[config.mk]
export PLATFORM = sky130hd
export DESIGN_NAME = udma_rx_packer_flat
export DESIGN_NICKNAME = d
export VERILOG_FILES = /design/src/rtl/udma_rx_packer_if.sv /design/src/rtl/udma_rx_packer.sv /design/src/flat_wrapper.sv
export SDC_FILE = /design/constraint.sdc
export NUM_CORES = 1
export LEC_CHECK = 0
export CORE_MARGIN = 8
export CORE_UTILIZATION = 56
export CTS_CLUSTER_SIZE = 10
export DETAILED_ROUTE_END_ITERATION = 7
export MAX_ROUTING_LAYER = met4
export PLACE_DENSITY = 0.85
export SYNTH_ARGS = -nofsm -noshare
export SYNTH_HDL_FRONTEND = slang
export SYNTH_SLANG_ARGS = --single-unit
[constraint.sdc]
create_clock -name clk_i -period 5.2 [get_ports clk_i]
set_input_delay 0.78 -clock clk_i [delete_from_list [all_inputs] [get_ports clk_i]]
set_output_delay 0.78 -clock clk_i [all_outputs]
set_load 0.005 [all_outputs]
[src/rtl/udma_rx_packer_if.sv]
// Beat channel between the RX packer and the uDMA linear RX channel.
// master drives valid/data/datasize, slave returns ready.
interface udma_rx_packer_if;
  logic        valid;
  logic [31:0] data;
  logic [1:0]  datasize;  // 0 = byte, 1 = halfword, 2 = word
  logic        ready;

  modport master (output valid, output data, output datasize, input ready);
  modport slave  (input valid, input data, input datasize, output ready);
endinterface

[src/rtl/udma_rx_packer.sv]
// Packs a peripheral byte stream little-endian into 32-bit uDMA RX beats and drains
// partial words on flush. Optional idle auto-flush: define UDMA_RX_PACKER_TIMEOUT_EN.
module udma_rx_packer #(
  parameter int TIMEOUT_W = 16
) (
  input  logic                 clk_i,
  input  logic                 rst_i,
  input  logic                 clr_i,
  input  logic                 byte_valid_i,
  input  logic [7:0]           byte_data_i,
  output logic                 byte_ready_o,
  input  logic                 flush_i,
`ifdef UDMA_RX_PACKER_TIMEOUT_EN
  input  logic [TIMEOUT_W-1:0] timeout_cfg_i,
`endif
  udma_rx_packer_if.master     rx,
  output logic [1:0]           pending_o,
  output logic                 flush_done_o
);

  typedef enum logic [1:0] {S_FILL, S_FLUSH, S_DONE} state_t;

  state_t      state_q;
  logic [23:0] acc_q;
  logic [1:0]  cnt_q;
  logic        valid_q;
  logic [31:0] data_q;
  logic [1:0]  size_q;

  logic load_ok;
  logic byte_acc;
  logic flush_req;
  logic timeout_hit;

  // The output register may be refilled whenever it is empty or being drained this cycle.
  assign load_ok      = !valid_q || rx.ready;
  assign byte_ready_o = (state_q == S_FILL) && ((cnt_q != 2'd3) || load_ok);
  assign byte_acc     = byte_valid_i && byte_ready_o;
  assign flush_req    = flush_i || timeout_hit;

  assign rx.valid     = valid_q;
  assign rx.data      = data_q;
  assign rx.datasize  = size_q;
  assign pending_o    = cnt_q;
  assign flush_done_o = (state_q == S_DONE);

`ifdef UDMA_RX_PACKER_TIMEOUT_EN
  logic [TIMEOUT_W-1:0] idle_q;

  // Counter parks at the threshold; leaving FILL clears it, so it fires once per idle period.
  assign timeout_hit = (timeout_cfg_i != '0) && (idle_q == timeout_cfg_i);

  always_ff @(posedge clk_i or posedge rst_i) begin
    if (rst_i) begin
      idle_q <= '0;
    end else if (clr_i || byte_acc || (cnt_q == 2'd0) || (state_q != S_FILL)) begin
      idle_q <= '0;
    end else if ((idle_q != timeout_cfg_i) && (idle_q != '1)) begin
      idle_q <= idle_q + 1'b1;
    end
  end
`else
  assign timeout_hit = 1'b0;
`endif

  // NOTE: state is written only with non-blocking assignments so every read in this
  // block sees the pre-edge value, independent of statement order.
  always_ff @(posedge clk_i or posedge rst_i) begin
    if (rst_i) begin
      state_q <= S_FILL;
      acc_q   <= '0;
      cnt_q   <= '0;
      valid_q <= 1'b0;
      data_q  <= '0;
      size_q  <= '0;
    end else if (clr_i) begin
      state_q <= S_FILL;
      cnt_q   <= '0;
      valid_q <= 1'b0;
    end else begin
      if (valid_q && rx.ready) valid_q <= 1'b0;

      unique case (state_q)
        S_FILL: begin
          if (byte_acc) begin
            unique case (cnt_q)
              2'd0: acc_q[7:0]   <= byte_data_i;
              2'd1: acc_q[15:8]  <= byte_data_i;
              2'd2: acc_q[23:16] <= byte_data_i;
              2'd3: begin
                data_q  <= {byte_data_i, acc_q};
                size_q  <= 2'd2;
                valid_q <= 1'b1;
              end
            endcase
            cnt_q <= cnt_q + 2'd1;  // 3 wraps to 0 when the word is emitted
          end
          if (flush_req) state_q <= S_FLUSH;
        end

        S_FLUSH: begin
          if (load_ok) begin
            unique case (cnt_q)
              2'd3: begin
                data_q     <= {16'h0, acc_q[15:0]};
                size_q     <= 2'd1;
                valid_q    <= 1'b1;
                acc_q[7:0] <= acc_q[23:16];
                cnt_q      <= 2'd1;
              end
              2'd2: begin
                data_q  <= {16'h0, acc_q[15:0]};
                size_q  <= 2'd1;
                valid_q <= 1'b1;
                cnt_q   <= 2'd0;
              end
              2'd1: begin
                data_q  <= {24'h0, acc_q[7:0]};
                size_q  <= 2'd0;
                valid_q <= 1'b1;
                cnt_q   <= 2'd0;
              end
              2'd0: state_q <= S_DONE;
            endcase
          end
        end

        S_DONE: state_q <= S_FILL;

        default: state_q <= S_FILL;
      endcase
    end
  end

endmodule

[src/flat_wrapper.sv]
// flat-port wrapper written by rule: the top's interface ports become plain ports
module udma_rx_packer_flat 
#(
  parameter int TIMEOUT_W = 16
)
  (clk_i, rst_i, clr_i, byte_valid_i, byte_data_i, byte_ready_o, flush_i, pending_o, flush_done_o, rx_valid, rx_data, rx_datasize, rx_ready);
  udma_rx_packer_if rx_i ();
  input  logic clk_i;
  input  logic rst_i;
  input  logic clr_i;
  input  logic byte_valid_i;
  input  logic [7:0] byte_data_i;
  output logic byte_ready_o;
  input  logic flush_i;
  output logic [1:0] pending_o;
  output logic flush_done_o;
  output wire logic [$bits(rx_i.valid)-1:0] rx_valid;
  output wire logic [$bits(rx_i.data)-1:0] rx_data;
  output wire logic [$bits(rx_i.datasize)-1:0] rx_datasize;
  input wire logic [$bits(rx_i.ready)-1:0] rx_ready;
  assign rx_valid = rx_i.valid;
  assign rx_data = rx_i.data;
  assign rx_datasize = rx_i.datasize;
  assign rx_i.ready = rx_ready;
  udma_rx_packer #(.TIMEOUT_W(TIMEOUT_W)) u_core (.clk_i(clk_i), .rst_i(rst_i), .clr_i(clr_i), .byte_valid_i(byte_valid_i), .byte_data_i(byte_data_i), .byte_ready_o(byte_ready_o), .flush_i(flush_i), .rx(rx_i), .pending_o(pending_o), .flush_done_o(flush_done_o));
endmodule
# Word-level counts from Yosys, hierarchy flattened
# Cells that the tools add are included.
classes:
  mux: 32
  add_sub_neg: 1
  n_reduce_logical: 19
  eq_ne: 17
  bitwise_logic: 1
ops:
  columns: ["op", "n"]
  rows:
  - ["case mux 32 bit (2 select lines)", 2]
  - ["2-to-1 mux 32 bit", 3]
  - ["2-to-1 mux 8 bit", 4]
  - ["2-to-1 mux 2 bit", 10]
  - ["case mux 2 bit (2 select lines)", 5]
  - ["case mux 8 bit (2 select lines)", 1]
  - ["AND reduction 4 bit", 3]
  - ["AND reduction 6 bit", 2]
  - ["inequality test 3 bit (second input constant)", 3]
  - ["inequality test 2 bit (second input constant)", 4]
  - ["== test 2 bit (second input constant)", 3]
  - ["2-to-1 mux 1 bit", 6]
  - ["inequality test 3 x 2 -> 1 bit (second input constant)", 2]
  - ["== test 2 x 1 -> 1 bit (second input constant)", 2]
  - ["logical NOT 2 bit", 2]
  - ["inequality test 2 x 1 -> 1 bit (second input constant)", 2]
  - ["inequality test 4 bit (second input constant)", 1]
  - ["OR reduction 2 bit", 2]
  - ["logical AND 1 bit", 3]
  - ["AND reduction 3 bit", 1]
  - ["nonzero test 3 bit", 1]
  - ["OR reduction 3 bit", 1]
  - ["adder 2 x 1 -> 2 bit (second input constant)", 1]
  - ["logical OR 1 bit", 2]
  - ["4 further kinds", 4]
totals:
  ff_bits: 63
  wordCells: 78
  output_inout_bits: 39

# Logic depth before layout (Yosys ltp)
# Gate-level depths: netlist of the first run.
depth:
  word_depth: 8
  mapped_depth: 6

# Worst setup path before layout of the first run
# Ideal clock, no wire load.
synth_timing:
  kind: "in2reg"
  from: "input port rx_ready"
  to: "register u_core.data_q[0], in the netlist u_core.rx.data[0]"
  path_stages: 5
  path_slack_ns: 3.058
  t_required_ns: 5.072
  arrival_ns: 2.014
  path_cell_list: "nand2b_1 > o22ai_2 > nor4b_4 > buf_4 > mux2_1"
synth_between:
  elab_chain_len: 6
  word_cells_on_any_way: 7
synth_rtl:
  columns: ["item", "line_no", "source"]
  rows:
  - ["from (decl)", "flat_wrapper.sv:20", "input wire logic [$bits(rx_i.ready)-1:0] rx_ready;"]
  - ["logical OR 1 bit *", "udma_rx_packer.sv:36", "assign load_ok = !valid_q || rx.ready;"]
  - ["logical OR 1 bit", "udma_rx_packer.sv:37", "assign byte_ready_o = (state_q == S_FILL) && ((cnt_q != 2'd3) || load_ok);"]
  - ["logical AND 1 bit", "udma_rx_packer.sv:37", null]
  - ["logical AND 1 bit", "udma_rx_packer.sv:38", "assign byte_acc = byte_valid_i && byte_ready_o;"]
  - ["inequality test 2 x 1 -> 1 bit (no source line)", null, null]
  - ["AND reduction 6 bit (no source line) *", null, null]
  - ["to (signal assigned)", "udma_rx_packer.sv:91", "data_q <= {byte_data_i, acc_q};"]
  - ["to (signal assigned)", "udma_rx_packer.sv:105", "data_q <= {16'h0, acc_q[15:0]};"]
  - ["to (signal assigned)", "udma_rx_packer.sv:112", "data_q <= {16'h0, acc_q[15:0]};"]
  - ["to (decl)", "udma_rx_packer.sv:27", "logic [31:0] data_q;"]
# Every way passes the cells marked *; elsewhere a longest branch is shown, timed or not.
# A chain may end at the register's enable or synchronous reset.

# Worst setup path in the final report of the first run
layout_timing:
  from: "input port rx_ready"
  to: "output port byte_ready_o"
layout_between:
  elab_chain_len: 3
layout_rtl:
  columns: ["item", "line_no", "source"]
  rows:
  - ["logical OR 1 bit", "udma_rx_packer.sv:36", null]
  - ["logical OR 1 bit", "udma_rx_packer.sv:37", null]
  - ["logical AND 1 bit", "udma_rx_packer.sv:37", null]
  - ["to (decl)", "flat_wrapper.sv:13", "output logic byte_ready_o;"]
# Every way passes these cells.

==> results.ini, run 1 <==
[sta]
final_hold_viol_count=0
relSlewSlack_pct=43.3
drv_slew=0
skew_ns=0.00638
rsz0062_at_grt=no
worst_pin_slew_ns=0.848
period_share_pct=55.5
fin_crit_ns=2.89
final.setup.tns_ns=0
fmax_mhz=347
setup_viol=0
hold_slack_ns=0.485

[route]
vias=1885
vias_per_cell=5.25
wl_mm=5.61
drt_first_pass_iters=5
drtAntennaViolNets=0
routedWlPerCell_um=15.6
drc=0
drt_iter0_markers=80

[finish]
regArea_um2=1580
num-fill-cells=350
antenna_cells_inserted=0
post-route-util_pct=71.6
multiInputGateArea_um2=1100
nets=302
final_common_cell=dfrtp_1
drive_gt1_share_pct=18.3
mostFrequentLayoutCells=dfrtp_1 (63), clkdlybuf4s50_1 (52), mux2_2 (28), inv_1 (26), nand2_1 (19)
area_delta_synth_final_pct=26.0

[synthesis]
yosysUniqueCellTypes=30
syn_avg_cell_area_um2=12.5
synthesis.area_um2=2830
ys_seq_area_share_pct=55.7
yosysWarnings=0
synthCells=227
ys_ff_latch=63
synth_nets=245

[worst_setup_path]
startpoint=rx_ready
r2r_slack_ns=3.00
critPathLaunchType=input port
rr_endpoint=u_core.rx.data[20]
critPathRequiredTime_ns=4.42
reg2reg_depth=6
r2r_start=u_core.pending_o[0]
endpoint=byte_ready_o
cp.arrival_ns=2.11
path_max_fanout=3
endpoint_kind=output pin
path_class=in -> out

[place]
gp_congestion=0.775
dp.final_hpwl_mm=3.84
port_buffers=52

[grt]
grt_usage_pct=16.6
grt_pass1_wl_mm=9.38
grt_start_max_net_pins=64
grt_overflow=0
antenna_found_initial=0
grt_pass1_vias=1981

[hold_path]
worstHoldPathType=reg -> reg
hold_depth=1

[floorplan]
die_w_um=87.1
coreArea_um2=4980
initial_utilization_pct=56.8
rows=26
dieArea_um2=7580
pin_count=53
die_h_um=87.1

[pwr]
p_per_area_nw_per_um2=496
p_leak_nw=1.63
peakVddDrop_uv=314

[cts]
clk_path_buf_depth=2
cts.hold.buffers_added=0
clock_sink_count=63
path_clk_slew_ns=0.06
tritoncts=done
cts_max_level=3
clk_latency_ns=0.35
cts_setup_buffers=0
cts-root-buf=clkbuf_8
cts_buffers=9
cts_resized=0

[run_status]
status=finished, final reports clean

[run]
drv_cap=0

[state kept, by name, summed over array words and instances, names as in the netlist]
name,count
u_core.pending_o,2
u_core.rx.valid,1
u_core.rx.data,32
u_core.state_q,2
u_core.acc_q,24
u_core.rx.datasize,2
[final cells by class]
| class | instances | share of cell area [%] |
|---|---|---|
| well taps | 70 | 2.46 |
| multi-input cells | 128 | 30.9 |
| repair buffers | 55 | 15.2 |
| clock buffers | 11 | 3.69 |
| clock inverters | 5 | 0.702 |
| inverters | 27 | 2.84 |
| flip-flops and latches | 63 | 44.2 |
[Yosys cell counts]
cell       count  share of area (%)
dfrtp_1       63                 56
mux2_2        28                 11
inv_1         27                3.6
nand2_1       19                2.5
mux2i_1       18                6.4
mux2_1        14                5.6
nor2_1         9                1.2
o21ai_0        6                1.1
a21oi_1        5               0.88
buf_4          4                1.1
ha_1           4                1.8
a21o_1         3               0.80
and2_1         3               0.66
clkbuf_1       3               0.40
buf_2          2               0.35
nand2b_1       2               0.44
nand3b_2       2               0.80
nor2b_1        2               0.44
nor3_1         2               0.35
a2111oi_4      1               0.97
a211oi_1       1               0.27
a311o_1        1               0.35
and4_1         1               0.31
nand3_1        1               0.18
nor2_2         1               0.22
nor4_4         1               0.75
nor4b_4        1               0.84
o22ai_2        1               0.44
o31ai_1        1               0.27
or4_1          1               0.27
[critical path, cell delays in order]
cell             delay [ns]
clkdlybuf4s50_1        0.47
nor2b_1                0.09
a211oi_1               0.23
clkdlybuf4s50_1        0.54
[per-stage QoR]
step | worst slack [ns] | cells | cell area (um2) | total power (W)
floorplan | 2.85 | 227 | 2830 | 0.00109
global placement | 2.31 | 343 | 3410 | 0.00141
detailed placement | 2.31 | 343 | 3410 | 0.00144
CTS | 2.30 | 359 | 3560 | 0.00179
global route | 2.27 | 359 | 3560 | 0.00188
finish | 2.31 | 359 | 3560 | 0.00177
[cell families (layout without fill, tap and decap cells)]
| logic type | count (synthesis) | in the layout | share of synthesized area (%) |
|---|---|---|---|
| AND/OR/NAND/NOR | 45 | 45 | 8.98 |
| multiplexers | 60 | 60 | 23.1 |
| AO/OA/AOI/OAI | 19 | 19 | 5.04 |
| adder cells (fa/ha/maj) | 4 | 4 | 1.77 |
| buffers and inverters | 36 | 98 | 5.40 |
| flip-flops | 63 | 63 | 55.7 |
[routing by layer]
metal	up-vias	global-route usage (%)	part of all wire (%)	wire, um
met5	-	-	0	0
met4	0	9.86	2.0	113
met3	11	4.06	6.7	376
met2	53	25.5	48	2690
met1	953	19.4	43	2440
li1	868	-	-	-
[worst min path at each step]
stage | from | to | slack (ns)
finish | u_core.rx.datasize[0] | u_core.rx.datasize[0] | 0.49
global route | u_core.rx.datasize[0] | u_core.rx.datasize[0] | 0.50
CTS | u_core.rx.datasize[0] | u_core.rx.datasize[0] | 0.49
detailed placement | u_core.rx.datasize[0] | u_core.rx.datasize[0] | 0.48
global placement | u_core.rx.data[22] | u_core.rx.data[22] | 0.47
floorplan | u_core.acc_q[0] | u_core.rx.data[0] | 0.46
[power by group]
part           switching, W  leakage (nW)  total [W]  internal [W]
Clock              0.000182        0.0866   0.000351      0.000169
Combinational      0.000212         0.750   0.000596      0.000385
Sequential         0.000122         0.792   0.000822      0.000701
No activity file was read; power rests on OpenSTA's default activity.
==> run 2, diff against run 1 <==
--- a/config.mk
+++ b/config.mk
@@ -6,11 +6,11 @@
 export NUM_CORES = 1
 export LEC_CHECK = 0
 export CORE_MARGIN = 8
-export CORE_UTILIZATION = 56
+export CORE_UTILIZATION = 52
 export CTS_CLUSTER_SIZE = 10
 export DETAILED_ROUTE_END_ITERATION = 7
 export MAX_ROUTING_LAYER = met4
-export PLACE_DENSITY = 0.85
+export PLACE_DENSITY = 0.8
 export SYNTH_ARGS = -nofsm -noshare
 export SYNTH_HDL_FRONTEND = slang
 export SYNTH_SLANG_ARGS = --single-unit
==> constraint.sdc (replaced) <==
create_clock -name clk_i -period 2.8 [get_ports clk_i]
set_input_delay 0.42 -clock clk_i [delete_from_list [all_inputs] [get_ports clk_i]]
set_output_delay 0.42 -clock clk_i [all_outputs]
set_load 0.005 [all_outputs]
==> results.ini, run 2 (synthesized netlist as in run 1, its figures left out) <==
[finish]
area_delta_synth_final_pct=27.2
largest_register_ffs=32  ; unchanged
antenna_cells_inserted=0  ; unchanged
mostFrequentLayoutCells=dfrtp_1 (63), clkdlybuf4s50_1 (52), mux2_2 (28), inv_1 (26), nand2_1 (19)
drive_gt1_share_pct=17.8  ; -0.57 points
nets=302  ; unchanged
final_common_cell=dfrtp_1

[floorplan]
rows=27  ; +3.8%
pin_count=53  ; unchanged
die_w_um=89.8  ; +3.1%
initial_utilization_pct=52.7  ; -4.2 points
dieArea_um2=8060  ; +6.3%
coreArea_um2=5370  ; +7.9%
die_h_um=89.8  ; +3.1%

[worst_setup_path]
cpPeakStageDelay_ns=0.54  ; about the same
critPathLaunchType=flip-flop
r2r_slack_ns=0.63  ; -2.37 ns
r2r_start=u_core.pending_o[0]
path_max_fanout=7  ; +4
critPathRequiredTime_ns=2.38  ; -2.04 ns
startpoint=u_core.pending_o[0]
cp.arrival_ns=1.89  ; -0.22 ns
crit_chain=ha_1 -> a211oi_1 -> clkdlybuf4s50_1
path_class=reg -> out
crit_slowest_cell=clkdlybuf4s50_1
endpoint_kind=output pin

[grt]
grt_pass1_vias=2059  ; +3.9%
use_met1_pct=18.3  ; -1.1 points
grt_usage_pct=15.6  ; -0.99 points
use_met2_pct=24.6  ; -0.94 points
use_met3_pct=4.99  ; +0.93 points
antenna_found_initial=0  ; unchanged
grt_overflow=0  ; unchanged
grt_start_max_net_pins=39  ; -39%
grt_busiest_layer=met2
grt_pass1_wl_mm=10.1  ; +7.4%

[sta]
skew_ns=0.00496  ; -0.00142 ns
fin_crit_ns=2.31
setup_viol=0  ; unchanged
relSlewSlack_pct=51.2  ; +7.8 points
period_share_pct=82.6
drv_slew=0  ; unchanged
worst_pin_slew_ns=0.733  ; -0.115 ns
fmax_mhz=432
final_hold_viol_count=0  ; unchanged
rsz0062_at_grt=no
final.setup.tns_ns=0  ; unchanged

[run]
drv_cap=0  ; unchanged

[route]
vias_per_cell=5.25  ; unchanged
drt_iter0_markers=102  ; +28%
routedWlPerCell_um=16.3  ; +4.2%
vias=1885  ; unchanged
drc=0  ; unchanged
drtAntennaViolNets=0  ; unchanged
wl_mm=5.85  ; +4.2%
drt_first_pass_iters=4  ; -1

[cts]
clk_latency_ns=0.32  ; -0.03 ns
cts_max_level=3  ; unchanged
path_clk_slew_ns=0.06  ; about the same
clk_path_buf_depth=2  ; unchanged
cts-root-buf=clkbuf_8
cts_setup_buffers=0  ; unchanged
cts.hold.buffers_added=0  ; unchanged
tritoncts=done
cts_resized=0  ; unchanged
clock_sink_count=63  ; unchanged
cts_buffers=9  ; unchanged

[place]
port_buffers=52  ; unchanged
dp.final_hpwl_mm=4.17  ; +8.4%
gp_congestion=0.864  ; +11%

[pwr]
total_power_w=0.00333  ; +88%
p_per_area_nw_per_um2=924  ; +86%
peakVddDrop_uv=507  ; +62%
p_leak_nw=1.63  ; +0.37%

[run_status]
status=finished, final reports clean

[hold_path]
worstHoldPathType=in -> async

run 2: cell count changes in the layout (fill, tap and decap cells not counted), sizes merged:
cell / previous run / this run
clkbuf: 11 / 13
clkinv: 5 / 1
run 2: path summary, 6_finish.rpt:
| path | cells after the start | end |
|---|---|---|
| min in group clk_i | 1 | u_core.rx.data[2] |
| worst max register to register | 6 | u_core.rx.data[24] |
| worst max-delay path | 3 | byte_ready_o |
| worst min-delay path | 2 | u_core.rx.data[15] |
| max in group asynchronous | 3 | u_core.acc_q[0] |
| worst min register to register | 1 | u_core.rx.data[2] |
run 2: cell type report:
| class | instances | area (um2) |
|---|---|---|
| Multi-Input combinational cell | 128 | 1100 |
| Tap cell | 72 | 90.1 |
| Clock buffer | 13 | 159 |
| Inverter | 27 | 101 |
| Fill cell | 404 | 1770 |
| Timing Repair Buffer | 55 | 568 |
| Clock inverter | 1 | 5.00 |
| Sequential cell | 63 | 1580 |
run 2: worst max-delay path, delay by kind of cell (launching register included):
| family | cells | cell delay [ns] |
|---|---|---|
| fa+ha+maj | 1 | 0.35 |
| buf+inv | 1 | 0.54 |
| compound gates | 1 | 0.24 |
| flops | 1 | 0.44 |
run 2: through the flow:
step / util, % / hold WS (ns) / cell area [um2] / std cells / setup WS (ns)
after floorplan: - / 0.460 / 2830 / 227 / 0.757
after global placement: 64.0 / 0.475 / 3440 / 345 / 0.504
after detailed placement: 64.0 / 0.477 / 3440 / 345 / 0.454
after CTS: 67.0 / 0.472 / 3600 / 359 / 0.466
after global routing: 67.0 / 0.512 / 3600 / 359 / 0.365
final: 67.0 / 0.466 / 3600 / 359 / 0.487
run 2: per-layer routing:
metal / up-vias / wire length [um] / share of wire [%]
met1: 948 / 2620 / 45
met3: 11 / 262 / 4.5
met4: 0 / 111 / 1.9
met2: 48 / 2860 / 49
met5: - / 0 / 0
li1: 878 / - / -
run 2: power breakdown:
| part | leakage [nW] | internal (W) | switching (W) |
|---|---|---|---|
| Clock | 0.0854 | 0.000359 | 0.000309 |
| Combinational | 0.757 | 0.000720 | 0.000401 |
| Sequential | 0.792 | 0.00130 | 0.000234 |
==> run 3, diff against run 2 <==
--- a/config.mk
+++ b/config.mk
@@ -6,11 +6,11 @@
 export NUM_CORES = 1
 export LEC_CHECK = 0
 export CORE_MARGIN = 8
-export CORE_UTILIZATION = 52
+export CORE_UTILIZATION = 47
 export CTS_CLUSTER_SIZE = 10
 export DETAILED_ROUTE_END_ITERATION = 7
 export MAX_ROUTING_LAYER = met4
-export PLACE_DENSITY = 0.8
+export PLACE_DENSITY = 0.76
 export SYNTH_ARGS = -nofsm -noshare
 export SYNTH_HDL_FRONTEND = slang
 export SYNTH_SLANG_ARGS = --single-unit
==> constraint.sdc (replaced) <==
create_clock -name clk_i -period 2 [get_ports clk_i]
set_input_delay 0.3 -clock clk_i [delete_from_list [all_inputs] [get_ports clk_i]]
set_output_delay 0.3 -clock clk_i [all_outputs]
set_load 0.005 [all_outputs]
==> results.ini, run 3 (synthesized netlist as in run 1, its figures left out) <==
[run_status]
status=finished, final reports clean

[sta]
final_hold_viol_count=0  ; unchanged
fmax_mhz=517
period_share_pct=96.7
worst_pin_slew_ns=0.426  ; -0.307 ns
skew_ns=0.00468  ; -0.000276 ns
setup_viol=0  ; unchanged
final.setup.tns_ns=0  ; unchanged
drv_slew=0  ; unchanged
rsz0062_at_grt=yes
fin_crit_ns=1.93
relSlewSlack_pct=71.6  ; +20 points

[route]
wl_mm=6.08  ; +4.1%
drtAntennaViolNets=0  ; unchanged
drc=0  ; unchanged
drt_iter0_markers=100  ; -2.0%
vias=1962  ; +4.1%
drt_first_pass_iters=4  ; unchanged
routedWlPerCell_um=15.9  ; -2.2%
vias_per_cell=5.14  ; -2.2%

[finish]
nets=320  ; +6.0%
mostFrequentLayoutCells=dfrtp_1 (62), clkdlybuf4s50_1 (51), mux2_2 (28), inv_1 (26)
antenna_cells_inserted=0  ; unchanged
largest_register_ffs=32  ; unchanged
drive_gt1_share_pct=24.1  ; +6.3 points
final_common_cell=dfrtp_1
area_delta_synth_final_pct=33.8

[pwr]
internal_power_w=0.00355  ; +49%
switching_share_pct=27.8  ; -0.63 points
p_comb_share_pct=33.2  ; -0.5 points
pwr-share-clk_pct=23.5  ; +3.4 points
p_per_area_nw_per_um2=1300  ; +40%
total_power_w=0.00491  ; +48%
p_switching_w=0.00136  ; +44%
peakVddDrop_uv=784  ; +55%
p_leak_nw=1.75  ; +6.8%
pwr-share-seq_pct=43.3  ; -2.9 points

[cts]
clock_sink_count=63  ; unchanged
path_clk_slew_ns=0.07  ; about the same
clk_path_buf_depth=2  ; unchanged
cts-root-buf=clkbuf_8
cts_buffers=9  ; unchanged
clk_latency_ns=0.34  ; +0.02 ns
cts_max_level=3  ; unchanged
tritoncts=done
cts.hold.buffers_added=0  ; unchanged

[floorplan]
initial_utilization_pct=48.1  ; -4.6 points
die_w_um=93.6  ; +4.3%
pin_count=53  ; unchanged
dieArea_um2=8760  ; +8.7%
coreArea_um2=5890  ; +9.6%
rows=28  ; +3.7%
die_h_um=93.6  ; +4.3%

[worst_setup_path]
crit_slowest_cell=dfrtp_1
path_buf_inv=1  ; unchanged
path_max_fanout=8  ; +1
cp.arrival_ns=2.16  ; +0.27 ns
endpoint_kind=flip-flop
path_class=reg -> reg
crit_chain=ha_2 -> buf_4 -> a2111oi_4 -> nand3b_2 -> mux2_2
critPathTopFamily=flip-flops
critPathRequiredTime_ns=2.22  ; -0.16 ns
critPathLaunchType=flip-flop
cpPeakStageDelay_ns=0.39  ; -0.15 ns

[place]
dp.final_hpwl_mm=4.37  ; +5.0%
port_buffers=52  ; unchanged
gp_congestion=0.843  ; -2.4%

[run]
drv_cap=0  ; unchanged

[grt]
grt_overflow=0  ; unchanged
grt_start_max_net_pins=49  ; +26%
grt_pass1_vias=2148  ; +4.3%
grt_pass1_wl_mm=10.4  ; +2.9%
antenna_found_initial=0  ; unchanged
grt_usage_pct=15.9  ; +0.29 points

[hold_path]
worstHoldPathType=in -> async

[run 3: path summary, 6_finish.rpt]
kind                                     start                  to  slack [ns]  cells past startpoint
max                        u_core.pending_o[0]    u_core.acc_q[23]        0.07                      5
min                                      rst_i  u_core.rx.data[17]        0.25                      2
max reg2reg                u_core.pending_o[0]    u_core.acc_q[23]        0.07                      5
min reg2reg                 u_core.rx.data[19]  u_core.rx.data[19]        0.49                      1
max in group asynchronous                rst_i   u_core.state_q[0]        1.17                      3
min in group clk_i          u_core.rx.data[19]  u_core.rx.data[19]        0.49                      1
[run 3: final cells by class]
cell class	count	area (um2)
Clock buffer	13	169
Clock inverter	3	40.0
Fill cell	463	2100
Inverter	27	101
Multi-Input combinational cell	128	1100
Sequential cell	63	1580
Tap cell	75	93.8
Timing Repair Buffer	73	702
[run 3: power groups by stage]
| stage | clock network [W] | logic, W | registers [W] |
|---|---|---|---|
| after floorplan | 0 | 0.000728 | 0.00211 |
| after global routing | 0.00124 | 0.00180 | 0.00221 |
| after CTS | 0.00119 | 0.00167 | 0.00213 |
| after global placement | 0 | 0.00161 | 0.00214 |
| after detailed placement | 0 | 0.00165 | 0.00215 |
| final | 0.00116 | 0.00163 | 0.00212 |
[run 3: routing by layer]
metal	vias up	track usage (%)	share of wire (%)
li1	915	-	-
met1	970	19.1	46
met2	63	23.8	46
met3	14	3.61	5.9
met4	0	9.91	2.7
met5	-	-	0
[run 3: timing repair]
| item | in CTS | in global routing |
|---|---|---|
| gates resized for setup | 1 | 1 |
| cloned | 0 | 0 |
| setup endpoints to repair | 1 | 25 |
| buffers inserted | 2 | 0 |
| endpoints found under the hold margin | 0 | 0 |
[run 3: through the flow]
| stage | cells | hold slack, ns | utilization (%) | worst slack [ns] | instance area (um2) |
|---|---|---|---|---|---|
| 2_1_floorplan | 227 | 0.451 | - | 0.00252 | 2840 |
| 3_3_place_gp | 364 | 0.474 | 60.5 | -0.0868 | 3560 |
| 3_5_place_dp | 364 | 0.478 | 60.5 | -0.131 | 3560 |
| 4_1_cts | 382 | 0.248 | 64.3 | 0.0325 | 3780 |
| 5_1_grt | 382 | 0.292 | 64.3 | -0.0362 | 3790 |
| 6_report | 382 | 0.250 | 64.3 | 0.0659 | 3790 |
[run 3: worst reg2reg max path: stages, from the launching register on]
cell and delay, ns:
dfrtp_1 0.39, ha_2 0.23, buf_4 0.16, a2111oi_4 0.39, nand3b_2 0.30, mux2_2 0.36
